File: config.mk
export PLATFORM = sky130hd
export DESIGN_NAME = speck_cmd_parser_flat
export DESIGN_NICKNAME = d
export VERILOG_FILES = /design/src/rtl/speck_uart_pkg.sv /design/src/rtl/speck_cmd_parser_if.sv /design/src/rtl/speck_timeout_ctr.sv /design/src/rtl/speck_cmd_parser.sv /design/src/flat_wrapper.sv
export SDC_FILE = /design/constraint.sdc
export NUM_CORES = 1
export LEC_CHECK = 0
export ABC_AREA = 1
export BUFFER_PORTS_ARGS = -buffer_cell sky130_fd_sc_hd__buf_2
export CORE_MARGIN = 2
export CORE_UTILIZATION = 58
export CTS_BUF_LIST = sky130_fd_sc_hd__clkbuf_8
export CTS_CLUSTER_SIZE = 24
export DETAILED_ROUTE_END_ITERATION = 10
export PLACE_DENSITY = 0.88
export SETUP_SLACK_MARGIN = 0.05
export SLEW_MARGIN = 10
export SYNTH_ARGS = -nofsm -noshare
export SYNTH_HDL_FRONTEND = slang
export SYNTH_HIERARCHICAL = 1
export SYNTH_SLANG_ARGS = --single-unit
File: constraint.sdc
create_clock -name clk -period 3.2 [get_ports clk]
set_clock_uncertainty 0.05 [all_clocks]
set_input_delay 0.16 -clock clk [delete_from_list [all_inputs] [get_ports clk]]
set_output_delay 0.16 -clock clk [all_outputs]
set_load 0.01 [all_outputs]
File: src/rtl/speck_uart_pkg.sv
// Shared constants and types for the SPECK UART command path.
// Opcode characters, command/error encodings and payload lengths (byte counts for W = 32).
package speck_uart_pkg;

  localparam logic [7:0] OP_KEY_CHAR = 8'h4B;
  localparam logic [7:0] OP_ENC_CHAR = 8'h45;
  localparam logic [7:0] OP_DEC_CHAR = 8'h44;
  localparam logic [7:0] OP_RST_CHAR = 8'h52;

  localparam logic [4:0] KEY_LEN = 5'd16;
  localparam logic [4:0] BLK_LEN = 5'd8;

  typedef enum logic [1:0] {
    CMD_KEY = 2'd0,
    CMD_ENC = 2'd1,
    CMD_DEC = 2'd2
  } cmd_op_e;

  typedef enum logic [1:0] {
    ERR_NONE    = 2'd0,
    ERR_BAD_OP  = 2'd1,
    ERR_TIMEOUT = 2'd2,
    ERR_OVERRUN = 2'd3
  } err_code_e;

  typedef enum logic [1:0] {
    ST_IDLE    = 2'd0,
    ST_PAYLOAD = 2'd1,
    ST_HOLD    = 2'd2
  } parser_state_e;

  function automatic logic is_opcode(input logic [7:0] b);
    return (b == OP_KEY_CHAR) || (b == OP_ENC_CHAR) || (b == OP_DEC_CHAR);
  endfunction

  function automatic cmd_op_e decode_op(input logic [7:0] b);
    case (b)
      OP_KEY_CHAR: return CMD_KEY;
      OP_ENC_CHAR: return CMD_ENC;
      default:     return CMD_DEC;
    endcase
  endfunction

  function automatic logic [4:0] payload_len(input cmd_op_e op);
    return (op == CMD_KEY) ? KEY_LEN : BLK_LEN;
  endfunction

endpackage

File: src/rtl/speck_cmd_parser_if.sv
// Byte stream in, framed command and error strobe out.
// slave = the parser; master = the uart_rx / controller side.
interface speck_cmd_parser_if #(parameter int W = 32);
  logic [7:0]     rx_data;
  logic           rx_valid;
  logic           cmd_valid;
  logic           cmd_ready;
  logic [1:0]     cmd_op;
  logic [4*W-1:0] cmd_key;
  logic [2*W-1:0] cmd_blk;
  logic           err_valid;
  logic [1:0]     err_code;
  logic           busy;

  modport slave (
    input  rx_data, rx_valid, cmd_ready,
    output cmd_valid, cmd_op, cmd_key, cmd_blk, err_valid, err_code, busy
  );

  modport master (
    output rx_data, rx_valid, cmd_ready,
    input  cmd_valid, cmd_op, cmd_key, cmd_blk, err_valid, err_code, busy
  );
endinterface

File: src/rtl/speck_timeout_ctr.sv
// Reloadable down-counter: expired is high once TIMEOUT_CYCLES enabled cycles follow a reload.
// Loads TIMEOUT_CYCLES-1 so expiry is visible during the final enabled cycle; saturates at zero.
module speck_timeout_ctr #(
  parameter int TIMEOUT_CYCLES = 1_000_000
) (
  input  logic clk,
  input  logic rst_n,
  input  logic reload,
  input  logic en,
  output logic expired
);

  localparam int CW = $clog2(TIMEOUT_CYCLES + 1);
  localparam logic [CW-1:0] LOAD_VAL = CW'(TIMEOUT_CYCLES - 1);

  logic [CW-1:0] cnt;

  always_ff @(posedge clk or negedge rst_n) begin
    if (!rst_n) begin
      cnt <= '0;
    end else if (reload) begin
      cnt <= LOAD_VAL;
    end else if (en && (cnt != '0)) begin
      cnt <= cnt - CW'(1);
    end
  end

  assign expired = (cnt == '0);

endmodule

File: src/rtl/speck_cmd_parser.sv
// Frames the uart_rx byte stream into opcode + big-endian payload commands.
// Frames wait in HOLD for cmd_ready; bytes arriving there without a handshake are dropped as overruns.
module speck_cmd_parser
  import speck_uart_pkg::*;
#(
  parameter int W              = 32,
  parameter int TIMEOUT_CYCLES = 1_000_000
) (
  input logic                clk,
  input logic                rst_n,
  speck_cmd_parser_if.slave  bus
);

  parser_state_e  state, state_d;
  cmd_op_e        op, op_d;
  logic [4*W-1:0] shift, shift_d;
  logic [4:0]     cnt, cnt_d;
  logic           err_valid, err_valid_d;
  err_code_e      err_code, err_code_d;
  logic           to_reload, to_en, to_expired;

  speck_timeout_ctr #(.TIMEOUT_CYCLES(TIMEOUT_CYCLES)) u_timeout (
    .clk     (clk),
    .rst_n   (rst_n),
    .reload  (to_reload),
    .en      (to_en),
    .expired (to_expired)
  );

  assign to_en = (state == ST_PAYLOAD) && !bus.rx_valid;

  always_comb begin
    state_d     = state;
    op_d        = op;
    shift_d     = shift;
    cnt_d       = cnt;
    err_valid_d = 1'b0;
    err_code_d  = err_code;
    to_reload   = 1'b0;
    case (state)
      ST_PAYLOAD: begin
        if (bus.rx_valid) begin
          shift_d   = {shift[4*W-9:0], bus.rx_data};
          cnt_d     = cnt + 5'd1;
          to_reload = 1'b1;
          if (cnt == payload_len(op) - 5'd1) begin
            state_d = ST_HOLD;
          end
        end else if (to_expired) begin
          err_valid_d = 1'b1;
          err_code_d  = ERR_TIMEOUT;
          state_d     = ST_IDLE;
        end
      end
      default: begin
        // HOLD with a handshake behaves like IDLE for a byte arriving in the same cycle.
        if ((state == ST_HOLD) && !bus.cmd_ready) begin
          if (bus.rx_valid) begin
            err_valid_d = 1'b1;
            err_code_d  = ERR_OVERRUN;
          end
        end else begin
          state_d = ST_IDLE;
          if (bus.rx_valid) begin
            if (is_opcode(bus.rx_data)) begin
              op_d      = decode_op(bus.rx_data);
              cnt_d     = 5'd0;
              to_reload = 1'b1;
              state_d   = ST_PAYLOAD;
            end else if (bus.rx_data != OP_RST_CHAR) begin
              err_valid_d = 1'b1;
              err_code_d  = ERR_BAD_OP;
            end
          end
        end
      end
    endcase
  end

  always_ff @(posedge clk or negedge rst_n) begin
    if (!rst_n) begin
      state     <= ST_IDLE;
      op        <= CMD_KEY;
      shift     <= '0;
      cnt       <= '0;
      err_valid <= 1'b0;
      err_code  <= ERR_NONE;
    end else begin
      state     <= state_d;
      op        <= op_d;
      shift     <= shift_d;
      cnt       <= cnt_d;
      err_valid <= err_valid_d;
      err_code  <= err_code_d;
    end
  end

  assign bus.cmd_valid = (state == ST_HOLD);
  assign bus.busy      = (state != ST_IDLE);
  assign bus.cmd_op    = op;
  assign bus.cmd_key   = shift;
  assign bus.cmd_blk   = shift[2*W-1:0];
  assign bus.err_valid = err_valid;
  assign bus.err_code  = err_code;

endmodule
File: src/flat_wrapper.sv
// flat-port wrapper written by rule: the top's interface ports become plain ports
module speck_cmd_parser_flat import speck_uart_pkg::*;
#(
  parameter int W              = 32,
  parameter int TIMEOUT_CYCLES = 1_000_000
)
  (clk, rst_n, bus_rx_data, bus_rx_valid, bus_cmd_ready, bus_cmd_valid, bus_cmd_op, bus_cmd_key, bus_cmd_blk, bus_err_valid, bus_err_code, bus_busy);
  speck_cmd_parser_if #(.W(W)) bus_i ();
  input logic clk;
  input logic rst_n;
  input wire logic [$bits(bus_i.rx_data)-1:0] bus_rx_data;
  input wire logic [$bits(bus_i.rx_valid)-1:0] bus_rx_valid;
  input wire logic [$bits(bus_i.cmd_ready)-1:0] bus_cmd_ready;
  output wire logic [$bits(bus_i.cmd_valid)-1:0] bus_cmd_valid;
  output wire logic [$bits(bus_i.cmd_op)-1:0] bus_cmd_op;
  output wire logic [$bits(bus_i.cmd_key)-1:0] bus_cmd_key;
  output wire logic [$bits(bus_i.cmd_blk)-1:0] bus_cmd_blk;
  output wire logic [$bits(bus_i.err_valid)-1:0] bus_err_valid;
  output wire logic [$bits(bus_i.err_code)-1:0] bus_err_code;
  output wire logic [$bits(bus_i.busy)-1:0] bus_busy;
  assign bus_i.rx_data = bus_rx_data;
  assign bus_i.rx_valid = bus_rx_valid;
  assign bus_i.cmd_ready = bus_cmd_ready;
  assign bus_cmd_valid = bus_i.cmd_valid;
  assign bus_cmd_op = bus_i.cmd_op;
  assign bus_cmd_key = bus_i.cmd_key;
  assign bus_cmd_blk = bus_i.cmd_blk;
  assign bus_err_valid = bus_i.err_valid;
  assign bus_err_code = bus_i.err_code;
  assign bus_busy = bus_i.busy;
  speck_cmd_parser #(.W(W), .TIMEOUT_CYCLES(TIMEOUT_CYCLES)) u_core (.clk(clk), .rst_n(rst_n), .bus(bus_i));
endmodule
==> results_dict.tcl, run 1 <==
set metrics [dict create \
    max_cap_viol_count 0 \
    drcViolationCount 0 \
    yosys.area.top_type "dfrtp_1" \
    die_w_um 117 \
    maxSlewHeadroom_pct 60.2 \
    internal_power_w 0.00312 \
    ys_ff_latch 160 \
    synth_edf_count 0 \
    period_share_pct 79.2 \
    numCtsBuffers 17 \
    synthTopCellsByArea "dfrtp_1 54%, nand2_1 22%, buf_4 7.2%, o21ai_0 2.6%, inv_1 2.5%" \
    rr_startpoint "u_core/state[0]" \
    rsz0062_at_grt "no" \
    hold_viol 0 \
    finalCriticalPeriod_ns 2.53 \
    fmax_mhz 395 \
    combPwrFrac_pct 12.6 \
    switchingPower_w 0.00120 \
    synthCells 912 \
    synth.distinct_cells 28 \
    p_sw_share_pct 27.7 \
    mostFrequentLayoutCell "nand2_1" \
    clock_latency_ns 0.45 \
    nets 1076 \
    vias 6259 \
    grt_max_degree 125 \
    grt_first_pass_wirelength_mm 27.2 \
    yosysSeqAreaShare_pct 53.8 \
    leakage_nw 5.22 \
    p_seq_share_pct 53.0 \
    crit_start "bus_rx_data[4]" \
    htreeDepth 4 \
    place_congestion 0.906 \
    worst-setup-path-type "in2reg" \
    io_pins 211 \
    dp_hpwl_mm 11.7 \
    path_cells "dlygate4sd3_1 > buf_2 > inv_1 > nand2_1 > nor2_1 > nand2_1 > nand2_1 > nand2_1 > inv_1 > clkinv_1 > nand2_4 > o21ai_0" \
    hold_class "in2reg" \
    diodes 0 \
    core_um2 12600 \
    overflow 0 \
    status "finished clean" \
    synthArstFlopShare_pct 100 \
    required_ns 3.47 \
    slew_violations 0 \
    grt_pass1_vias 5552 \
    drt_iter0_drc 580 \
    cts.sinks 160 \
    area_delta_synth_final_pct 15.5 \
    cts_tree "done" \
    post_route_cells_drive_above_1_share_pct 24.9 \
    crit_path_top_delay_cell "dlygate4sd3_1" \
    total_power_w 0.00432 \
    synth_top_area_share_pct 53.8 \
    cpPeakStageDelay_ns 0.55 \
    crit_path_start_kind "input port" \
    critPathArrivalTime_ns 2.81 \
    dieArea_um2 13700 \
    cts_root_buf "clkbuf_8" \
    path_clk_slew_ns 0.08 \
    fin_tns_setup_ns 0 \
    worstHoldStart "bus_rx_data[3]" \
    rows 41 \
    totalWireLength_mm 17.1 \
    cp_max_fo 19 \
    die_h_um 117 \
    antenna_found_initial 0 \
    post_cts_resized 0 \
    port_buffers 210 \
    cp_common_cell "nand2_1" \
    setup_viol 0 \
    fillCellCount 1010 \
    cp.buffers_inverters 5 \
    synth_flop_cell "dfrtp_1" \
    mostFrequentLayoutCells "440 x nand2_1, 209 x buf_2, 160 x dfrtp_1" \
    drtPass1Iterations 5 \
    grt_util_all_layers_pct 25.7 \
    drt.antenna.violating_nets 0 \
    start_util_pct 59.2 \
    syn-num-nets 927 \
    postSynthAreaPerCell_um2 8.16 \
    crit_family "buffers and inverters" \
    syn-cell-area_um2 7440 \
    viasPerCell 5.03 \
    yosysWarningCount 6 \
    pwr_density_cell_nw_per_um2 502 \
    routedWlPerCell_um 13.7 \
    clockBufferDepth 2 \
    pwr-share-clk_pct 34.4 \
    critPathCaptureType "flop" \
    tightest_slew_ns 0.598 \
    peakVddDrop_v 0.000284 \
]
## kinds of logic after synthesis
| kind of cell | Yosys count | share of synthesized area, % |
|---|---|---|
| DFF | 160 | 53.8 |
| AOI/OAI and AO/OA | 45 | 3.18 |
| and+or+nand+nor | 549 | 29.7 |
| adders and majority gates | 3 | 0.505 |
| buffers and inverters | 149 | 12.1 |
| xor gates and xnor gates | 6 | 0.706 |
## final timing paths
kind / to / slack, ns / depth (start not counted)
worst max-delay path: u_core/u_timeout/cnt[8] / 0.67 / 12
worst min-delay path: u_core/bus.cmd_key[3] / 0.05 / 3
worst max register to register: u_core/u_timeout/cnt[8] / 0.80 / 9
worst min register to register: u_core/bus.cmd_key[122] / 0.42 / 2
max in group asynchronous: u_core/bus.cmd_key[46] / 2.13 / 3
min in group asynchronous: u_core/bus.cmd_key[84] / 0.12 / 2
## sequential cells by signal, indices dropped and copies added, names as in the netlist
name / count
u_core/bus.err_valid: 1
u_core/cnt: 5
u_core/bus.err_code: 2
u_core/bus.cmd_key: 128
u_core/bus.cmd_op: 2
u_core/state: 2
u_core/u_timeout/cnt: 20
## synth_stat cells, types with 2 or more instances
master / number
buf_4: 71
a21oi_1: 3
nand4_1: 9
nand2_1: 440
buf_6: 8
nand2_4: 2
clkbuf_1: 5
nor2_2: 8
dfrtp_1: 160
nand3_1: 35
xor2_1: 5
or2_2: 2
nor2_1: 45
inv_2: 3
inv_1: 49
nor2_4: 2
ha_1: 3
o21ai_2: 3
o21ai_0: 39
buf_2: 12
## timing repair
item	4_1_cts	5_1_grt
endpoints found under the hold margin	125	0
hold buffers	10	0
buffers inserted	0	0
## routing by layer
| layer | track usage (%) | vias up | wire length, um |
|---|---|---|---|
| met1 | 33.2 | 2926 | 7210 |
| li1 | - | 3035 | - |
| met5 | 0 | - | 0 |
| met3 | 5.56 | 34 | 1160 |
| met4 | 11.2 | 0 | 389 |
| met2 | 42.0 | 264 | 8300 |
## metrics by stage
stage	util [%]	setup WS [ns]	cell area (um2)	instances	hold WS, ns
floorplan	-	1.53	7440	912	-0.186
global placement	64.4	0.882	8100	1204	0.0303
detailed placement	64.4	0.832	8100	1204	0.0315
CTS	68.4	0.768	8590	1245	0.00884
global route	68.4	0.457	8590	1245	0.00959
finish	68.4	0.666	8590	1245	0.0475
## layout make-up
cell class | instances | area, um2 | area share, %
tap | 172 | 215 | 2.50
sequential | 160 | 4000 | 46.6
multi-input combinational | 603 | 2530 | 29.5
inverter | 53 | 201 | 2.34
clock inverter | 10 | 110 | 1.28
clock buffer | 21 | 289 | 3.36
timing repair buffer | 226 | 1240 | 14.4
## worst register-to-register path: cells and delay by family (launching register included)
kind | cells | cell delay (ns)
compound gates | 1 | 0.12
buf+inv | 4 | 0.99
simple gates | 4 | 0.70
flops | 1 | 0.41
## power by group through the flow
stage               Sequential [W]  Clock (W)  Combinational (W)
finish                     0.00229    0.00148           0.000546
global placement           0.00233          0           0.000521
floorplan                  0.00231          0           0.000364
CTS                        0.00229    0.00152           0.000549
global route               0.00231    0.00162           0.000628
detailed placement         0.00233          0           0.000537
Note: power is estimated with default switching activity, not from simulation.
==> run 2: changes to the inputs <==
Settings changed: ABC_AREA 1 to 0, CORE_UTILIZATION 58 to 49, PLACE_DENSITY 0.88 to 0.79.
Clock period 3.2 ns to 2.2 ns, I/O delays scaled along.
==> results_dict.tcl, run 2 <==
set metrics [dict create \
    synthCells 810 \
    ys_ff_latch 160 \
    mostFrequentLayoutCells "394 x nand2_1, 209 x buf_2, 159 x dfrtp_1" \
    critPathCaptureType "flop" \
    grt_util_all_layers_pct 22.3 \
    rr_startpoint "u_core/u_timeout/cnt[9]" \
    synth.distinct_cells 59 \
    syn-num-nets 825 \
    grt_first_pass_wirelength_mm 28.2 \
    numCtsBuffers 17 \
    nets 991 \
    drtPass1Iterations 5 \
    synth_top_area_share_pct 55.4 \
    place_congestion 0.838 \
    rsz0062_at_grt "no" \
    core_um2 14500 \
    yosysSeqAreaShare_pct 55.4 \
    dp_hpwl_mm 11.4 \
    r2r_end "u_core/state[0]" \
    crit_path_start_kind "flop" \
    critPathArrivalTime_ns 2.39 \
    viasPerCell 5.02 \
    fmax_mhz 480 \
    drt_iter0_drc 369 \
    grt_max_degree 132 \
    crit_path_top_delay_cell "or4_4" \
    reg2reg_depth 6 \
    required_ns 2.50 \
    timing.final.ws_setup_ns 0.115 \
    cp_max_fo 6 \
    cts.sinks 160 \
    setup_viol 0 \
    htreeDepth 4 \
    synthArstFlopShare_pct 100 \
    io_pins 211 \
    period_share_pct 94.8 \
    port_buffers 210 \
    hold_viol 0 \
    yosysWarningCount 6 \
    mostFrequentLayoutCell "nand2_1" \
    min_path_cells 3 \
    fillCellCount 1261 \
    dieArea_um2 15700 \
    drt.antenna.violating_nets 0 \
    dp_slack_ns -0.00594 \
    area_delta_synth_final_pct 20.6 \
    status "finished clean" \
    synth_flop_cell "dfrtp_1" \
    drcViolationCount 0 \
    largest_reg_flops 128 \
    leakage_nw 5.07 \
    overflow 0 \
    maxSlewHeadroom_pct 58.6 \
    totalWireLength_mm 17.2 \
    cts_root_buf "clkbuf_8" \
    multi_input_area_um2 2660 \
    yosys.area.top_type "dfrtp_1" \
    total_power_w 0.00795 \
    vias 5887 \
    diodes 0 \
    whs_endpoint "u_core/bus.err_code[1]" \
    yosysMostFrequentCell "nand2_1" \
    post_route_cells_drive_above_1_share_pct 30.3 \
    peakVddDrop_v 0.000697 \
    die_w_um 125 \
    synthTopCellsByArea "dfrtp_1 55%, nand2_1 21%, buf_4 6.7%, mux2i_1 1.4%, nor2b_1 1.4%" \
    cpPeakStageDelay_ns 0.56 \
    die_h_um 125 \
    synth_edf_count 0 \
    start_util_pct 49.9 \
    worst-setup-path-type "reg2reg" \
    r2r_slack_ns 0.11 \
    yosys-top-cells-count "396 x nand2_1, 160 x dfrtp_1, 65 x buf_4" \
    worstHoldStart "bus_rx_valid" \
    grt_pass1_vias 5500 \
    finalCriticalPeriod_ns 2.09 \
    path_clk_slew_ns 0.08 \
    pwr_density_cell_nw_per_um2 912 \
    max_cap_viol_count 0 \
    hold_class "in2reg" \
    cts_tree "done" \
    routedWlPerCell_um 14.7 \
    path_cells "or4_4 > nor3_4 > buf_4 > and2_1 > nand2b_1 > a31o_1" \
    postSynthAreaPerCell_um2 8.93 \
    slew_violations 0 \
    clockBufferDepth 2 \
    rows 44 \
    syn-cell-area_um2 7230 \
    clock_latency_ns 0.46 \
    tightest_slew_ns 0.622 \
    seqCellArea_um2 4010 \
    antenna_found_initial 0 \
]
-- run 2: per-layer routing --
layer  track usage [%]  up-vias  routed length [um]
met3              4.71       21                 989
met1              30.6     2841                7650
li1                  -     2822                   -
met4              8.10        0                 257
met2              35.1      203                8350
met5                 0        -                   0
-- run 2: how the worst max path moves through the flow --
stage                                 start                        to  slack (ns)
floorplan                   u_core/state[1]  u_core/u_timeout/cnt[10]        0.02
global placement            u_core/state[1]  u_core/u_timeout/cnt[16]        0.04
detailed placement          u_core/state[1]  u_core/u_timeout/cnt[16]      -0.006
CTS                         u_core/state[1]  u_core/u_timeout/cnt[16]        0.06
global route        u_core/u_timeout/cnt[0]    u_core/bus.err_code[0]        0.05
finish              u_core/u_timeout/cnt[9]           u_core/state[0]        0.11
-- run 2: critical path: cells and delay by family, from the launching register on --
kind | cells | cell delay, ns
simple gates | 4 | 1.09
flops | 1 | 0.47
buf+inv | 1 | 0.18
compound gates | 1 | 0.20
-- run 2: cells by family after synthesis --
family	count (synthesis)	share of synthesized area [%]
fa+ha+maj	3	0.519
compound gates	34	3.43
mux	16	2.37
flops	160	55.4
buf+inv	107	9.17
xor+xnor	4	0.485
simple gates	486	28.7
-- run 2: stage by stage --
stage	setup TNS (ns)	instance area [um2]	hold slack, ns	cells	utilization, %
2_1_floorplan	0	7250	-0.236	810	-
3_3_place_gp	0	8180	0.0831	1130	56.5
3_5_place_dp	-0.00594	8180	0.0829	1130	56.5
4_1_cts	0	8640	0.0366	1171	59.7
5_1_grt	0	8720	0.125	1172	60.2
6_report	0	8720	0.101	1172	60.2
-- run 2: area by class of cell --
class                      instances  share of cell area [%]
clock buffer                      19                    3.00
tap                              184                    2.64
sequential                       160                    45.9
clock inverter                    12                    1.12
multi-input combinational        543                    30.5
inverter                           6                   0.258
timing repair buffer             248                    16.6
-- run 2: what timing repair did --
item / CTS / global route
setup endpoints to repair: 1 / 17
cloned: 0 / 0
hold buffers: 10 / 0
buffers inserted: 0 / 1
hold endpoints to repair: 81 / 0
pin swaps: 0 / 2
gates resized for setup: 1 / 16
-- run 2: report_power, final --
part	total, W	switching [W]	leakage [nW]	internal (W)
Sequential	0.00386	0.000501	2.13	0.00336
Combinational	0.00211	0.00125	2.75	0.000855
Clock	0.00198	0.00105	0.191	0.000932
Total	0.00795	0.00280	5.07	0.00515
==> run 3: changes to the inputs <==
Settings changed: CELL_PAD_IN_SITES_DETAIL_PLACEMENT from default to 1, CELL_PAD_IN_SITES_GLOBAL_PLACEMENT from default to 1, CORE_UTILIZATION 49 to 36, PLACE_DENSITY 0.79 to default, PLACE_DENSITY_LB_ADDON from default to 0.1.
==> results_dict.tcl, run 3 (synthesis results as in run 2) <==
set metrics [dict create \
    fin_tns_setup_ns 0 \
    clockBufferDepth 2 \
    totalWireLength_mm 19.4 \
    post_route_cells_drive_above_1_share_pct 30.3 \
    crit_start "u_core/u_timeout/cnt[6]" \
    worstHoldStart "bus_rx_valid" \
    die_w_um 146 \
    status "finished clean" \
    dp_slack_ns 0.0588 \
    routedWlPerCell_um 15.5 \
    diodes 0 \
    vias 5843 \
    rsz0062_at_grt "yes" \
    crit_path_start_kind "flop" \
    grt_util_all_layers_pct 18.6 \
    peakVddDrop_v 0.000440 \
    clock_latency_ns 0.45 \
    grt_first_pass_wirelength_mm 32.0 \
    drt.antenna.violating_nets 0 \
    finalCriticalPeriod_ns 2.10 \
    grt_max_degree 132 \
    mostFrequentLayoutCells "394 x nand2_1, 209 x buf_2, 160 x dfrtp_1" \
    setup_viol 0 \
    start_util_pct 36.9 \
    stdcell_area_um2 8820 \
    drcViolationCount 0 \
    grt_pass1_vias 6064 \
    timing.final.ws_setup_ns 0.0951 \
    viasPerCell 4.66 \
    worst-setup-path-type "reg2reg" \
    cp_max_fo 11 \
    die_h_um 146 \
    fmax_mhz 475 \
    dp_hpwl_mm 13.1 \
    slew_violations 0 \
    hold_viol 0 \
    hold_class "in2reg" \
    rows 51 \
    leakage_nw 5.07 \
    cts_tree "done" \
    drtPass1Iterations 4 \
    fin_util_pct 45.0 \
    tightest_slew_ns 0.824 \
    drt_iter0_drc 258 \
    nets 991 \
    required_ns 2.49 \
    core_um2 19600 \
    critPathCaptureType "flop" \
    pwr_density_cell_nw_per_um2 930 \
    htreeDepth 4 \
    cts_root_buf "clkbuf_8" \
    critPathArrivalTime_ns 2.40 \
    hold_ws_ns 0.109 \
    period_share_pct 95.7 \
    place_congestion 0.765 \
    antenna_found_initial 0 \
    path_clk_slew_ns 0.09 \
    mostFrequentLayoutCell "nand2_1" \
    overflow 0 \
    cts.sinks 160 \
    dieArea_um2 21200 \
    maxSlewHeadroom_pct 45.1 \
    rr_startpoint "u_core/u_timeout/cnt[6]" \
    fillCellCount 2366 \
    numCtsBuffers 17 \
    area_delta_synth_final_pct 21.9 \
    placed_cell_area_um2 8250 \
    port_buffers 210 \
    io_pins 211 \
    max_cap_viol_count 0 \
    largest_reg_flops 128 \
]
## run 3: path summary, 6_finish.rpt
| kind | cells past startpoint | slack (ns) | to |
|---|---|---|---|
| worst min-delay path | 4 | 0.11 | u_core/bus.err_code[1] |
| max in group asynchronous | 3 | 1.26 | u_core/bus.cmd_key[28] |
| worst max-delay path | 5 | 0.1 | u_core/u_timeout/cnt[13] |
| min in group asynchronous | 2 | 0.14 | u_core/u_timeout/cnt[15] |
| worst min register to register | 2 | 0.43 | u_core/bus.cmd_key[121] |
| worst max register to register | 5 | 0.1 | u_core/u_timeout/cnt[13] |
## run 3: power breakdown
group / total, W / internal, W / switching, W / leakage [nW]
logic: 0.00206 / 0.000817 / 0.00125 / 2.73
clock network: 0.00226 / 0.00105 / 0.00121 / 0.208
registers: 0.00387 / 0.00336 / 0.000510 / 2.13
total: 0.00820 / 0.00523 / 0.00297 / 5.07
## run 3: area by class of cell
cell class / instances / area [um2] / share of cell area (%)
Clock buffer: 17 / 234 / 2.65
Clock inverter: 15 / 173 / 1.96
Inverter: 6 / 22.5 / 0.255
Multi-Input combinational cell: 543 / 2630 / 29.8
Sequential cell: 160 / 4000 / 45.4
Tap cell: 265 / 332 / 3.76
Timing Repair Buffer: 248 / 1420 / 16.1
## run 3: stage by stage
stage	total power, W	instances
final	0.00820	1254
after global routing	0.00872	1254
after CTS	0.00834	1253
after detailed placement	0.00600	1210
after global placement	0.00597	1210
after floorplan	0.00532	810
## run 3: critical path: stages, from the launching register on
cell and delay [ns]:
dfrtp_1 0.43, or4_1 0.62, nor3_2 0.19, buf_4 0.20, nor3b_2 0.19, mux2_1 0.33
## run 3: routing by layer
metal / global-route usage, % / routed length [um] / vias up
met4: 5.59 / 218 / 0
met2: 30.5 / 9330 / 140
li1: - / - / 2819
met5: 0 / 0 / -
met3: 3.45 / 753 / 15
met1: 25.2 / 9120 / 2869
## run 3: what timing repair did
action,4_1_cts,5_1_grt
hold endpoints to repair,68,0
buffers inserted,0,1
gates resized for setup,1,10
pin swaps,0,2
setup endpoints to repair,1,9
gates cloned,0,0
hold buffers,11,0
